[config.mk]
export PLATFORM = sky130hd
export DESIGN_NAME = cfu_mac_engine
export DESIGN_NICKNAME = d
export VERILOG_FILES = /design/src/rtl/cfu_mac_engine.sv
export SDC_FILE = /design/constraint.sdc
export NUM_CORES = 1
export LEC_CHECK = 0
export ABC_CLOCK_PERIOD_IN_PS = 10800
export BUFFER_PORTS_ARGS = -buffer_cell sky130_fd_sc_hd__buf_2
export CAP_MARGIN = 0
export CELL_PAD_IN_SITES_DETAIL_PLACEMENT = 1
export CELL_PAD_IN_SITES_GLOBAL_PLACEMENT = 1
export CORE_MARGIN = 3
export CORE_UTILIZATION = 46
export CTS_BUF_LIST = sky130_fd_sc_hd__clkbuf_16
export CTS_CLUSTER_DIAMETER = 50
export CTS_CLUSTER_SIZE = 14
export DETAILED_ROUTE_END_ITERATION = 16
export PLACE_DENSITY = 0.89
export SETUP_SLACK_MARGIN = 0.4
export SLEW_MARGIN = 20
export SYNTH_ARGS = -nofsm -noshare
export SYNTH_HDL_FRONTEND = slang
export SYNTH_SLANG_ARGS = --single-unit
[constraint.sdc]
create_clock -name clk -period 10.8 [get_ports clk]
set_input_delay 0.54 -clock clk [delete_from_list [all_inputs] [get_ports clk]]
set_output_delay 0.54 -clock clk [all_outputs]
set_load 0.01 [all_outputs]
[src/rtl/cfu_mac_engine.sv]
// cfu_mac_engine -- int8 dot-product MAC custom function unit.
//
// Accepts one command at a time over a valid/ready handshake, executes it
// after PIPE_STAGES cycles and holds the response until the CPU consumes it.
//   funct7 0 CLEAR      : acc <= 0, response 0
//   funct7 1 SET_OFFSET : offset <= inputs_0[8:0], response = previous offset
//   funct7 2 MAC        : acc += sum_i (A_i + offset) * B_i, response = new acc
//   funct7 3 READ       : response = acc
//   other               : NOP, response 0
//
// Ports
//   clk, reset                      clock, synchronous active-high reset
//   cmd_valid / cmd_ready           command handshake (ready only in IDLE)
//   cmd_payload_function_id[9:0]    funct7 in [9:3], [2:0] ignored
//   cmd_payload_inputs_0/1[31:0]    operand words A/B, four signed int8 lanes
//   rsp_valid / rsp_ready           response handshake
//   rsp_payload_outputs_0[31:0]     result, ACC_W values sign-extended
//   busy                            high whenever not IDLE
//
// Build option: define CFU_MAC_SATURATE_EN to clamp the accumulator to the
// signed ACC_W range instead of wrapping modulo 2^ACC_W.

// One int8 lane: (sext(a) + offset) * sext(b). The 10x8 product never
// exceeds 17 signed bits, so the top product bit is dropped safely.
module cfu_mac_lane (
  input  logic [7:0]  a,
  input  logic [7:0]  b,
  input  logic [8:0]  offset,
  output logic [16:0] prod
);
  logic signed [9:0]  a_off;
  logic signed [17:0] p_full;

  always_comb begin
    a_off  = 10'($signed(a)) + 10'($signed(offset));
    p_full = 18'(a_off) * 18'($signed(b));
    prod   = p_full[16:0];
  end
endmodule

module cfu_mac_engine #(
  parameter int LANES       = 4,
  parameter int PIPE_STAGES = 2,
  parameter int ACC_W       = 32
) (
  input  logic        clk,
  input  logic        reset,
  input  logic        cmd_valid,
  output logic        cmd_ready,
  input  logic [9:0]  cmd_payload_function_id,
  input  logic [31:0] cmd_payload_inputs_0,
  input  logic [31:0] cmd_payload_inputs_1,
  output logic        rsp_valid,
  input  logic        rsp_ready,
  output logic [31:0] rsp_payload_outputs_0,
  output logic        busy
);
  localparam int STAGES = PIPE_STAGES - 1;

`ifdef CFU_MAC_SATURATE_EN
  localparam bit SAT_EN = 1'b1;
`else
  localparam bit SAT_EN = 1'b0;
`endif

  // Accumulation is done 34 bits wide so the clamp sees the true sum.
  localparam logic signed [33:0] ACC_MAX = (34'sd1 <<< (ACC_W - 1)) - 34'sd1;
  localparam logic signed [33:0] ACC_MIN = -(34'sd1 <<< (ACC_W - 1));

  typedef enum logic [1:0] {IDLE, EXEC, RESP} state_t;

  typedef struct packed {
    logic [6:0]      f7;
    logic [3:0][7:0] a;
    logic [3:0][7:0] b;
  } cmd_t;

  state_t              state, state_nxt;
  cmd_t                cmd_q;
  logic [STAGES:0]     vld_pipe;
  logic                accept, commit;
  logic signed [ACC_W-1:0] acc, acc_d, mac_acc;
  logic signed [8:0]   offset, offset_d;
  logic [31:0]         rsp_q, rsp_d;
  logic [3:0][16:0]    prod;
  logic signed [18:0]  lane_sum;
  logic signed [33:0]  nxt_wide;
  logic                unused_fid;

  assign unused_fid = ^cmd_payload_function_id[2:0];

  // ---------------- FSM ----------------
  always_ff @(posedge clk) begin
    if (reset) state <= IDLE;
    else       state <= state_nxt;
  end

  always_comb begin
    state_nxt = state;
    cmd_ready = 1'b0;
    rsp_valid = 1'b0;
    busy      = 1'b1;
    accept    = 1'b0;
    commit    = 1'b0;
    case (state)
      IDLE: begin
        cmd_ready = 1'b1;
        busy      = 1'b0;
        accept    = cmd_valid;
        if (cmd_valid) state_nxt = EXEC;
      end
      EXEC: begin
        // vld_pipe[STAGES] marks the last EXEC cycle of this command
        if (vld_pipe[STAGES]) begin
          commit    = 1'b1;
          state_nxt = RESP;
        end
      end
      RESP: begin
        rsp_valid = 1'b1;
        if (rsp_ready) state_nxt = IDLE;
      end
      default: state_nxt = IDLE;
    endcase
  end

  // Latency tracker: bit k set means the command was accepted k+1 edges ago.
  always_ff @(posedge clk) begin
    if (reset) vld_pipe <= '0;
    else begin
      vld_pipe[0] <= accept;
      for (int i = 1; i <= STAGES; i++) vld_pipe[i] <= vld_pipe[i-1];
    end
  end

  always_ff @(posedge clk) begin
    if (accept) begin
      cmd_q.f7 <= cmd_payload_function_id[9:3];
      cmd_q.a  <= cmd_payload_inputs_0;
      cmd_q.b  <= cmd_payload_inputs_1;
    end
  end

  // ---------------- datapath ----------------
  for (genvar g = 0; g < 4; g++) begin : g_lane
    if (g < LANES) begin : g_on
      cfu_mac_lane u_lane (
        .a      (cmd_q.a[g]),
        .b      (cmd_q.b[g]),
        .offset (offset),
        .prod   (prod[g])
      );
    end else begin : g_off
      assign prod[g] = '0;
    end
  end

  always_comb begin
    lane_sum = '0;
    for (int i = 0; i < 4; i++) lane_sum = lane_sum + 19'($signed(prod[i]));
  end

  always_comb begin
    nxt_wide = 34'(acc) + 34'(lane_sum);
    if (SAT_EN && nxt_wide > ACC_MAX)      mac_acc = ACC_MAX[ACC_W-1:0];
    else if (SAT_EN && nxt_wide < ACC_MIN) mac_acc = ACC_MIN[ACC_W-1:0];
    else                                   mac_acc = nxt_wide[ACC_W-1:0];
  end

  always_comb begin
    acc_d    = acc;
    offset_d = offset;
    rsp_d    = '0;
    case (cmd_q.f7)
      7'd0: acc_d = '0;
      7'd1: begin
        offset_d = $signed(cmd_q.a[1][0:0] == 1'b1 ? {cmd_q.a[1][0], cmd_q.a[0]}
                                                   : {1'b0, cmd_q.a[0]});
        rsp_d    = 32'(offset);
      end
      7'd2: begin
        acc_d = mac_acc;
        rsp_d = 32'(mac_acc);
      end
      7'd3: rsp_d = 32'(acc);
      default: ;
    endcase
  end

  // State only changes on the EXEC->RESP edge; a reset before then drops it.
  always_ff @(posedge clk) begin
    if (reset) begin
      acc    <= '0;
      offset <= '0;
      rsp_q  <= '0;
    end else if (commit) begin
      acc    <= acc_d;
      offset <= offset_d;
      rsp_q  <= rsp_d;
    end
  end

  assign rsp_payload_outputs_0 = rsp_q;

endmodule

==> impl_metrics.csv, run 1 <==
group,metric,value,unit
cts,clock-sinks,148,
cts,h-tree-depth,4,
drt,route.detailed.drc,0,
drt,antenna_left,0,
worst_setup_path,slowest_delay,580,ps
cts,clkSlewWorstSetupHoldPaths,80,ps
worst_setup_path,critPathKind,"reg2reg",
layout,fin_cells,3072,
worst_setup_path,reg2reg_depth,43,
synthesis,synth.top_cell.area_share,0.319,
global_routing,grt_pass1_vias,20321,
floorplanning,die-area,49800,µm²
layout,fillers,5079,
hold_path,min_from,"cmd_payload_inputs_1[1]",
synthesis,synth.distinct_cells,74,
placement,dp.cells,2995,
layout,drive_gt1_frac,0.162,
cts,root_buffer,"clkbuf_16",
hold_path,whs_endpoint,"cmd_q[1]",
floorplanning,num_rows,78,
cts,cts_made_buffers,17,
synthesis,synthArstFlopShare,0,
worst_setup_path,crit_top_cell,"fa_1",
timing,final.min_clock_period,10750,ps
synthesis,synth_nets,2913,
cts,cts_hold_buffers,0,
global_routing,track_usage,0.304,
job,maxCapViolCount,0,
cts,tritoncts,"done",
floorplanning,initial_core_util,0.472,
timing,timing.slew.headroom,0.208,
global_routing,antenna_found_initial,3,
worst_setup_path,r2r-start,"cmd_q[32]",
worst_setup_path,cp_top_family,"adder cells",
global_routing,grt_max_degree,75,
run_status,run_status,"complete, no violations",
timing,fin_skew,24.8,ps
worst_setup_path,r2r_end,"rsp_payload_outputs_0[25]",
floorplanning,fp.dieH,223,µm
timing,final-hold-violation-count,0,
synthesis,synth_top_cells_by_area,"fa_1, ha_1, edfxtp_1, inv_1, dfxtp_1",
layout,fin_util,0.544,
cts,clock_path_buffers,2,
floorplanning,dieWidth,223,µm
global_routing,grt_first_pass_wirelength,116,mm
timing,max_freq,93.1,MHz
worst_setup_path,critPathRequiredTime,11200,ps
placement,gp_congestion,0.868,
timing,rsz0062_at_grt,"yes",
drt,drt_iter0_drc,1517,
cts,clkLatencyLatePin,520,ps
drt,wirelength,82.4,mm
layout,synthToLayoutAreaGrowth,15.1,%
synthesis,synth-seq-cells,148,
timing,fin_crit_sh,0.995,
synthesis,yosysWarningCount,0,
placement,place.detailed.hpwl,54.1,mm
placement,portBuffers,109,
timing,setup_violations,0,
layout,nets,3082,
timing,tightestPinTransition,1190,ps
synthesis,ys_seq_area_frac,0.169,
worst_setup_path,cp.arrival,11150,ps
synthesis,ys.flop_type,"dfxtp_1",
timing,setup_tns,0,ps
floorplanning,core_area,46000,µm²
drt,via_count,18542,
timing,drv_slew,0,
synthesis,synth-edff-count,71,
drt,routed_via_density,6.04,
synthesis,syn_avg_cell_area,9.48,µm²
floorplanning,io_pins,113,
synthesis,synth_cells,2289,
worst_setup_path,cp_num_buf_inv,7,
drt,wl_per_cell,26.8,µm
drt,drt-pass1-iter-count,8,
worst_setup_path,startpoint_type,"register",
hold_path,min_path_cells,1,
synthesis,synthesis.area,21700,µm²
hold_path,hold_class,"in2reg",
worst_setup_path,crit_path_end_kind,"register",
global_routing,grt_overflow,0,
worst_setup_path,slowest_stage,"xnor2_1",
synthesis,yosysTopAreaCell,"fa_1",
worst_setup_path,reg2reg_slack,50,ps
worst_setup_path,cp_max_fo,3,
[worst register-to-register path, delay by kind of cell (launching register included)]
| kind | cells | cell delay [ps] |
|---|---|---|
| fa+ha+maj | 11 | 4470 |
| buf+inv | 7 | 820 |
| flops | 1 | 450 |
| xor+xnor | 3 | 880 |
| compound gates | 16 | 2800 |
| simple gates | 6 | 1220 |
[registers in the layout, indices dropped and copies added (netlist names)]
name,cells
cmd_q,71
acc,32
rsp_payload_outputs_0,32
offset,9
state,2
vld_pipe,2
[per-layer routing]
| layer | track usage | part of all wire |
|---|---|---|
| met4 | 0.202 | 0.10 |
| met3 | 0.0571 | 0.072 |
| met1 | 0.337 | 0.34 |
| met5 | 0 | 0.00016 |
| met2 | 0.532 | 0.49 |
[how the worst max path moves through the flow]
stage,depth (start not counted),slack (ps),to,startpoint
floorplan,39,740,acc[31],cmd_q[32]
global placement,40,210,acc[31],cmd_q[32]
detailed placement,40,-310,acc[31],cmd_q[32]
CTS,36,400,acc[31],offset[3]
global route,44,-150,rsp_payload_outputs_0[27],cmd_q[32]
finish,43,50,rsp_payload_outputs_0[25],cmd_q[32]
[synthesized netlist by cell type, drive strengths merged (8+ instances only)]
| library cell | instances |
|---|---|
| inv | 434 |
| fa | 346 |
| ha | 200 |
| nand2 | 191 |
| and2 | 190 |
| a21oi | 140 |
| nor2 | 94 |
| xnor2 | 94 |
| dfxtp | 77 |
| edfxtp | 71 |
| o21ai | 57 |
| clkbuf | 50 |
| xor2 | 36 |
| nand2b | 32 |
| a21o | 28 |
| o21bai | 25 |
| nor3 | 24 |
| nand3 | 23 |
| a22oi | 18 |
| nor2b | 18 |
| a211oi | 12 |
| o21a | 12 |
| mux2i | 11 |
| or2 | 11 |
| a221oi | 10 |
| a31oi | 8 |
| or3 | 8 |
[metrics by stage]
step / hold slack [ps] / area (µm²) / worst slack [ps]
2_1_floorplan: 414 / 21700 / 739
3_3_place_gp: 423 / 23100 / 210
3_5_place_dp: 434 / 23100 / -306
4_1_cts: 185 / 24100 / 402
5_1_grt: 191 / 25000 / -151
6_report: 201 / 25000 / 53.4
[cells in the final DEF, fill, tap and decap left out, types with 10 or more instances in the layout]
master,count
nor3_1,20
fa_1,338
or2_2,10
edfxtp_1,71
o21ai_0,36
nand3_1,19
and2_1,180
inv_1,424
xor2_1,32
buf_4,82
buf_2,109
dfxtp_1,73
nor2_1,88
a22oi_1,15
ha_4,15
nand2_1,185
nand2b_1,32
xnor2_2,13
buf_6,10
o21ai_1,16
a21oi_2,18
a21o_1,28
xnor2_1,77
clkbuf_16,17
a21oi_1,118
nor2b_1,16
ha_1,181
o21bai_1,24
o21a_1,12
[cell type report]
cell class / instances / area, µm² / share of cell area
multi-input combinational: 1651 / 17000 / 0.679
sequential: 148 / 3680 / 0.147
inverter: 437 / 1650 / 0.0659
timing repair buffer: 203 / 1320 / 0.0527
tap: 600 / 751 / 0.0300
clock buffer: 17 / 425 / 0.0170
clock inverter: 15 / 210 / 0.00841
antenna: 1 / 2.50 / 0.000100
[logic make-up (layout without fill, tap and decap cells)]
logic type / Yosys count / after routing / synth area share
other: 0 / 1 / 0
xor gates and xnor gates: 133 / 133 / 0.0576
and+or+nand+nor: 616 / 616 / 0.144
buffers and inverters: 490 / 672 / 0.0874
adders and majority gates: 546 / 546 / 0.434
DFF: 148 / 148 / 0.169
muxes: 15 / 15 / 0.00732
AOI/OAI and AO/OA: 341 / 341 / 0.0999
[timing repair]
item | in CTS | in global routing
buffers inserted | 11 | 32
pin swaps | 12 | 91
gates resized for setup | 53 | 121
setup endpoints to repair | 30 | 30
Power of run 1 is left out: the tool's default activity adds up to more than one toggle a clock period on the data nets, which glitch-free logic cannot reach.
==> inputs of run 2 (changes only) <==
--- a/config.mk
+++ b/config.mk
@@ -5,18 +5,18 @@
 export SDC_FILE = /design/constraint.sdc
 export NUM_CORES = 1
 export LEC_CHECK = 0
+export ABC_AREA = 1
 export ABC_CLOCK_PERIOD_IN_PS = 10800
 export BUFFER_PORTS_ARGS = -buffer_cell sky130_fd_sc_hd__buf_2
 export CAP_MARGIN = 0
 export CELL_PAD_IN_SITES_DETAIL_PLACEMENT = 1
 export CELL_PAD_IN_SITES_GLOBAL_PLACEMENT = 1
 export CORE_MARGIN = 3
-export CORE_UTILIZATION = 46
+export CORE_UTILIZATION = 44
 export CTS_BUF_LIST = sky130_fd_sc_hd__clkbuf_16
 export CTS_CLUSTER_DIAMETER = 50
-export CTS_CLUSTER_SIZE = 14
 export DETAILED_ROUTE_END_ITERATION = 16
-export PLACE_DENSITY = 0.89
+export PLACE_DENSITY = 0.88
 export SETUP_SLACK_MARGIN = 0.4
 export SLEW_MARGIN = 20
 export SYNTH_ARGS = -nofsm -noshare
==> run 2 against run 1 <==
Against the previous run: maximum frequency is 6.8% higher; critical endpoint is now rsp_payload_outputs_0[29]; synthesized area is 1.0% higher; non-clock buffer count down 74; clock skew decreased by 4.0 ps; utilization shrank 5.2 points; final cell count is 12% higher; critical path depth rose by 4; register-to-register slack improved by 690 ps; synthesized cell count increased by 16%; count of clock-buffer cells in the layout rose by 1; sequential share of layout area is 0.52 points higher; flip-flop and latch count is the same.
==> impl_metrics.csv, run 2 <==
group,metric,value,unit
synthesis,syn_avg_cell_area,8.23,µm²
drt,wirelength,68.2,mm
cts,tritoncts,"done",
global_routing,grt_first_pass_wirelength,110,mm
global_routing,grt_max_degree,72,
floorplanning,core_area,49100,µm²
run_status,run_status,"complete, no violations",
floorplanning,fp.dieH,229,µm
drt,route.detailed.drc,0,
drt,drt_iter0_drc,813,
synthesis,synth_nets,3289,
floorplanning,initial_core_util,0.447,
floorplanning,num_rows,81,
synthesis,synth_cells,2665,
layout,largest_reg_flops,71,
worst_setup_path,slowest_delay,600,ps
hold_path,min_from,"cmd_payload_inputs_1[14]",
timing,fin_skew,20.8,ps
cts,root_buffer,"clkbuf_16",
placement,gp_congestion,0.924,
cts,clkLatencyLatePin,510,ps
worst_setup_path,critPathRequiredTime,11150,ps
drt,routed_via_density,5.28,
synthesis,synth.top_cell.area_share,0.316,
global_routing,antenna_found_initial,0,
layout,multi_input_area,15900,µm²
timing,final-hold-violation-count,0,
cts,clock_path_buffers,2,
hold_path,hold_class,"in2reg",
worst_setup_path,cp_max_fo,15,
placement,dp.cells,3405,
worst_setup_path,crit_path_end_kind,"register",
drt,drt-pass1-iter-count,5,
global_routing,grt_overflow,0,
timing,fin_crit_sh,0.932,
worst_setup_path,slowest_stage,"fa_1",
synthesis,yosysTopAreaCell,"fa_1",
timing,final.min_clock_period,10060,ps
layout,final_common_cell,"inv_1",
floorplanning,dieWidth,229,µm
timing,setup_tns,0,ps
timing,tightestPinTransition,1040,ps
layout,final_cell_mix,"inv_1, nand2_1, fa_1",
placement,portBuffers,109,
layout,max_flop_register,"cmd_q",
layout,drive_gt1_frac,0.100,
synthesis,synth.distinct_cells,48,
floorplanning,die-area,52600,µm²
layout,fillers,6000,
synthesis,synth-edff-count,71,
timing,setup_violations,0,
layout,register_area,3680,µm²
layout,n_antenna_cell,0,
synthesis,synthesis.area,21900,µm²
cts,cts_hold_buffers,0,
synthesis,synth-seq-cells,148,
timing,rsz0062_at_grt,"yes",
synthesis,yosys.cell_count.top_type,"inv_1",
layout,synthToLayoutAreaGrowth,9.98,%
synthesis,ys.flop_type,"dfxtp_1",
worst_setup_path,r2r-start,"cmd_q[40]",
floorplanning,io_pins,113,
synthesis,ys_seq_area_frac,0.167,
timing,max_freq,99.4,MHz
layout,fin_cells,3443,
timing,drv_slew,0,
drt,antenna_left,0,
global_routing,grt_pass1_vias,21107,
worst_setup_path,critPathKind,"reg2reg",
job,maxCapViolCount,0,
cts,clock-sinks,148,
layout,nets,3390,
global_routing,track_usage,0.266,
worst_setup_path,worstSetupStartpoint,"cmd_q[40]",
worst_setup_path,cp.arrival,10410,ps
drt,wl_per_cell,19.8,µm
cts,cts_made_buffers,17,
placement,place.detailed.hpwl,55.9,mm
synthesis,synthTopCellsByCount,"inv_1, nand2_1, fa_1, nor2_1, ha_1",
drt,via_count,18184,
synthesis,synthArstFlopShare,0,
synthesis,yosysWarningCount,0,
worst_setup_path,startpoint_type,"register",
timing,timing.slew.headroom,0.299,
synthesis,synth_top_cells_by_area,"fa_1, ha_1, inv_1, edfxtp_1, nand2_1",
cts,h-tree-depth,4,
cts,clkSlewWorstSetupHoldPaths,80,ps
==> run 2: path summary, 6_finish.rpt <==
kind	depth (start not counted)	slack, ps	to
setup / recovery	47	740	rsp_payload_outputs_0[29]
hold / removal	1	200	cmd_q[14]
setup reg to reg	47	740	rsp_payload_outputs_0[29]
hold reg to reg	2	450	vld_pipe[1]
==> run 2: critical path, delay by kind of cell, from the launching register on <==
family	cells	cell delay, ps
adders and majority gates	11	5010
and+or+nand+nor	16	2350
AOI/OAI and AO/OA	10	1060
buffers and inverters	9	840
DFF	1	420
xor gates and xnor gates	1	180
==> run 2: cell families (layout without fill, tap and decap cells) <==
group / Yosys count / in the layout / share of synthesized area
flops: 148 / 148 / 0.167
compound gates: 321 / 321 / 0.0811
buf+inv: 695 / 809 / 0.120
xor+xnor: 82 / 82 / 0.0327
simple gates: 873 / 873 / 0.169
fa+ha+maj: 546 / 546 / 0.430
==> run 2: layout make-up <==
cell class / count / share of cell area
clock buffer: 18 / 0.0187
timing repair buffer: 129 / 0.0300
multi-input combinational: 1822 / 0.659
inverter: 648 / 0.101
sequential: 148 / 0.152
clock inverter: 14 / 0.00488
tap: 664 / 0.0344
==> run 2: routing by layer <==
metal	share of wire	track usage	wire [µm]
met1	0.38	0.290	25700
met2	0.53	0.494	35900
met3	0.039	0.0483	2690
met4	0.056	0.134	3850
met5	0	0	0
==> run 2: per-stage QoR <==
step                      utilization  instance area [µm²]  setup WS (ps)  hold slack (ps)
final                           0.492                24100            740              200
after global routing            0.492                24100            289              191
after CTS                       0.486                23800            392              171
after detailed placement        0.474                23200            192              415
after global placement          0.474                23200            650              391
after floorplan                     -                21900           1410              388
==> run 2: repair_timing <==
item	CTS	global route
endpoints found under the setup margin	15	27
gates resized for setup	4	49
setup buffers	2	4
pin swaps	0	3
Power of run 2 is left out for the same reason.
==> inputs of run 3 (changes only) <==
--- a/config.mk
+++ b/config.mk
@@ -16,8 +16,10 @@
 export CTS_BUF_LIST = sky130_fd_sc_hd__clkbuf_16
 export CTS_CLUSTER_DIAMETER = 50
 export DETAILED_ROUTE_END_ITERATION = 16
+export MAX_ROUTING_LAYER = met4
 export PLACE_DENSITY = 0.88
 export SETUP_SLACK_MARGIN = 0.4
+export SKIP_CTS_REPAIR_TIMING = 1
 export SLEW_MARGIN = 20
 export SYNTH_ARGS = -nofsm -noshare
 export SYNTH_HDL_FRONTEND = slang
==> run 3 against run 2 <==
Against the previous run: final cell count is the same; die area is the same; flip-flop and latch count is the same; critical path type unchanged; largest cell class unchanged.
==> impl_metrics.csv, run 3 (synthesis results as in run 2) <==
group,metric,value,unit
worst_setup_path,startpoint_type,"register",
worst_setup_path,slowest_stage,"fa_1",
layout,n_antenna_cell,0,
drt,wirelength,68.9,mm
cts,root_buffer,"clkbuf_16",
layout,synthToLayoutAreaGrowth,10.2,%
drt,drt-pass1-iter-count,6,
floorplanning,initial_core_util,0.447,
cts,clkSlewWorstSetupHoldPaths,90,ps
cts,clock_path_buffers,2,
worst_setup_path,crit_top_cell,"nand2_1",
timing,setup_violations,0,
drt,top_layer_used,"met4",
floorplanning,core_area,49100,µm²
global_routing,track_usage,0.276,
drt,route.detailed.drc,0,
floorplanning,die-area,52600,µm²
worst_setup_path,cp_max_fo,14,
worst_setup_path,cp.arrival,10470,ps
run_status,run_status,"complete, no violations",
layout,final_common_cell,"inv_1",
timing,fin_skew,20.6,ps
timing,final-hold-violation-count,0,
layout,largest_reg_flops,71,
layout,fin_cells,3443,
global_routing,grt_pass1_vias,21116,
timing,setup_tns,0,ps
timing,final.min_clock_period,10030,ps
drt,wl_met1,25.9,mm
drt,routed_via_density,5.33,
layout,max_flop_register,"cmd_q",
timing,tightestPinTransition,1030,ps
drt,wl_per_cell,20.0,µm
placement,gp_congestion,0.934,
timing,max_freq,99.7,MHz
floorplanning,num_rows,81,
global_routing,antenna_found_initial,0,
cts,clock-sinks,148,
placement,portBuffers,109,
worst_setup_path,crit_path_end_kind,"register",
placement,place.detailed.hpwl,55.8,mm
floorplanning,io_pins,113,
floorplanning,fp.dieH,229,µm
cts,clkLatencyLatePin,510,ps
global_routing,grt_first_pass_wirelength,110,mm
worst_setup_path,slowest_delay,600,ps
cts,h-tree-depth,4,
drt,via_count,18339,
drt,dr_wl_met2,35.4,mm
layout,final_cell_mix,"inv_1, nand2_1, fa_1",
cts,cts_made_buffers,17,
cts,tritoncts,"done",
job,maxCapViolCount,0,
global_routing,grt_max_degree,72,
layout,drive_gt1_frac,0.103,
global_routing,grt_overflow,0,
layout,nets,3390,
timing,fin_crit_sh,0.929,
timing,drv_slew,0,
worst_setup_path,critPathRequiredTime,11240,ps
timing,rsz0062_at_grt,"yes",
floorplanning,dieWidth,229,µm
worst_setup_path,critPathKind,"reg2reg",
drt,drt_iter0_drc,941,
placement,dp.cells,3405,
drt,antenna_left,0,
drt,dr_wl_met3,2.87,mm
hold_path,hold_class,"in2reg",
timing,timing.slew.headroom,0.305,
==> run 3: worst paths after layout <==
kind | start | to | slack [ps] | cells after the start
worst max-delay path | cmd_q[40] | rsp_payload_outputs_0[31] | 770 | 51
worst min-delay path | cmd_payload_inputs_1[12] | cmd_q[12] | 200 | 1
worst max register to register | cmd_q[40] | rsp_payload_outputs_0[31] | 770 | 51
worst min register to register | vld_pipe[0] | vld_pipe[1] | 420 | 2
==> run 3: critical path: cells and delay by family, from the launching register on <==
kind | cells | cell delay, ps
flip-flops | 1 | 410
AO/OA/AOI/OAI | 5 | 540
buffers and inverters | 12 | 1060
XOR/XNOR | 1 | 190
adder cells (fa/ha/maj) | 11 | 4700
AND/OR/NAND/NOR | 22 | 3030
==> run 3: through the flow <==
stage	hold slack, ps	setup slack [ps]	util	area, µm²
floorplan	388	1410	-	21900
global placement	391	647	0.474	23200
detailed placement	404	101	0.474	23200
CTS	182	21.7	0.486	23800
global route	186	218	0.493	24200
finish	204	772	0.493	24200
==> run 3: per-layer routing <==
| metal | up-vias | GRT usage |
|---|---|---|
| met5 | - | - |
| met4 | 0 | 0.153 |
| met2 | 502 | 0.489 |
| met3 | 255 | 0.0455 |
| li1 | 8297 | - |
| met1 | 9285 | 0.293 |
==> run 3: cell type report <==
class,instances,area [µm²]
inverters,648,2430
flip-flops and latches,148,3680
clock inverters,14,131
well taps,664,831
repair buffers,129,719
multi-input cells,1822,15900
fillers,5952,24900
clock buffers,18,450
Power of run 3 is left out for the same reason.
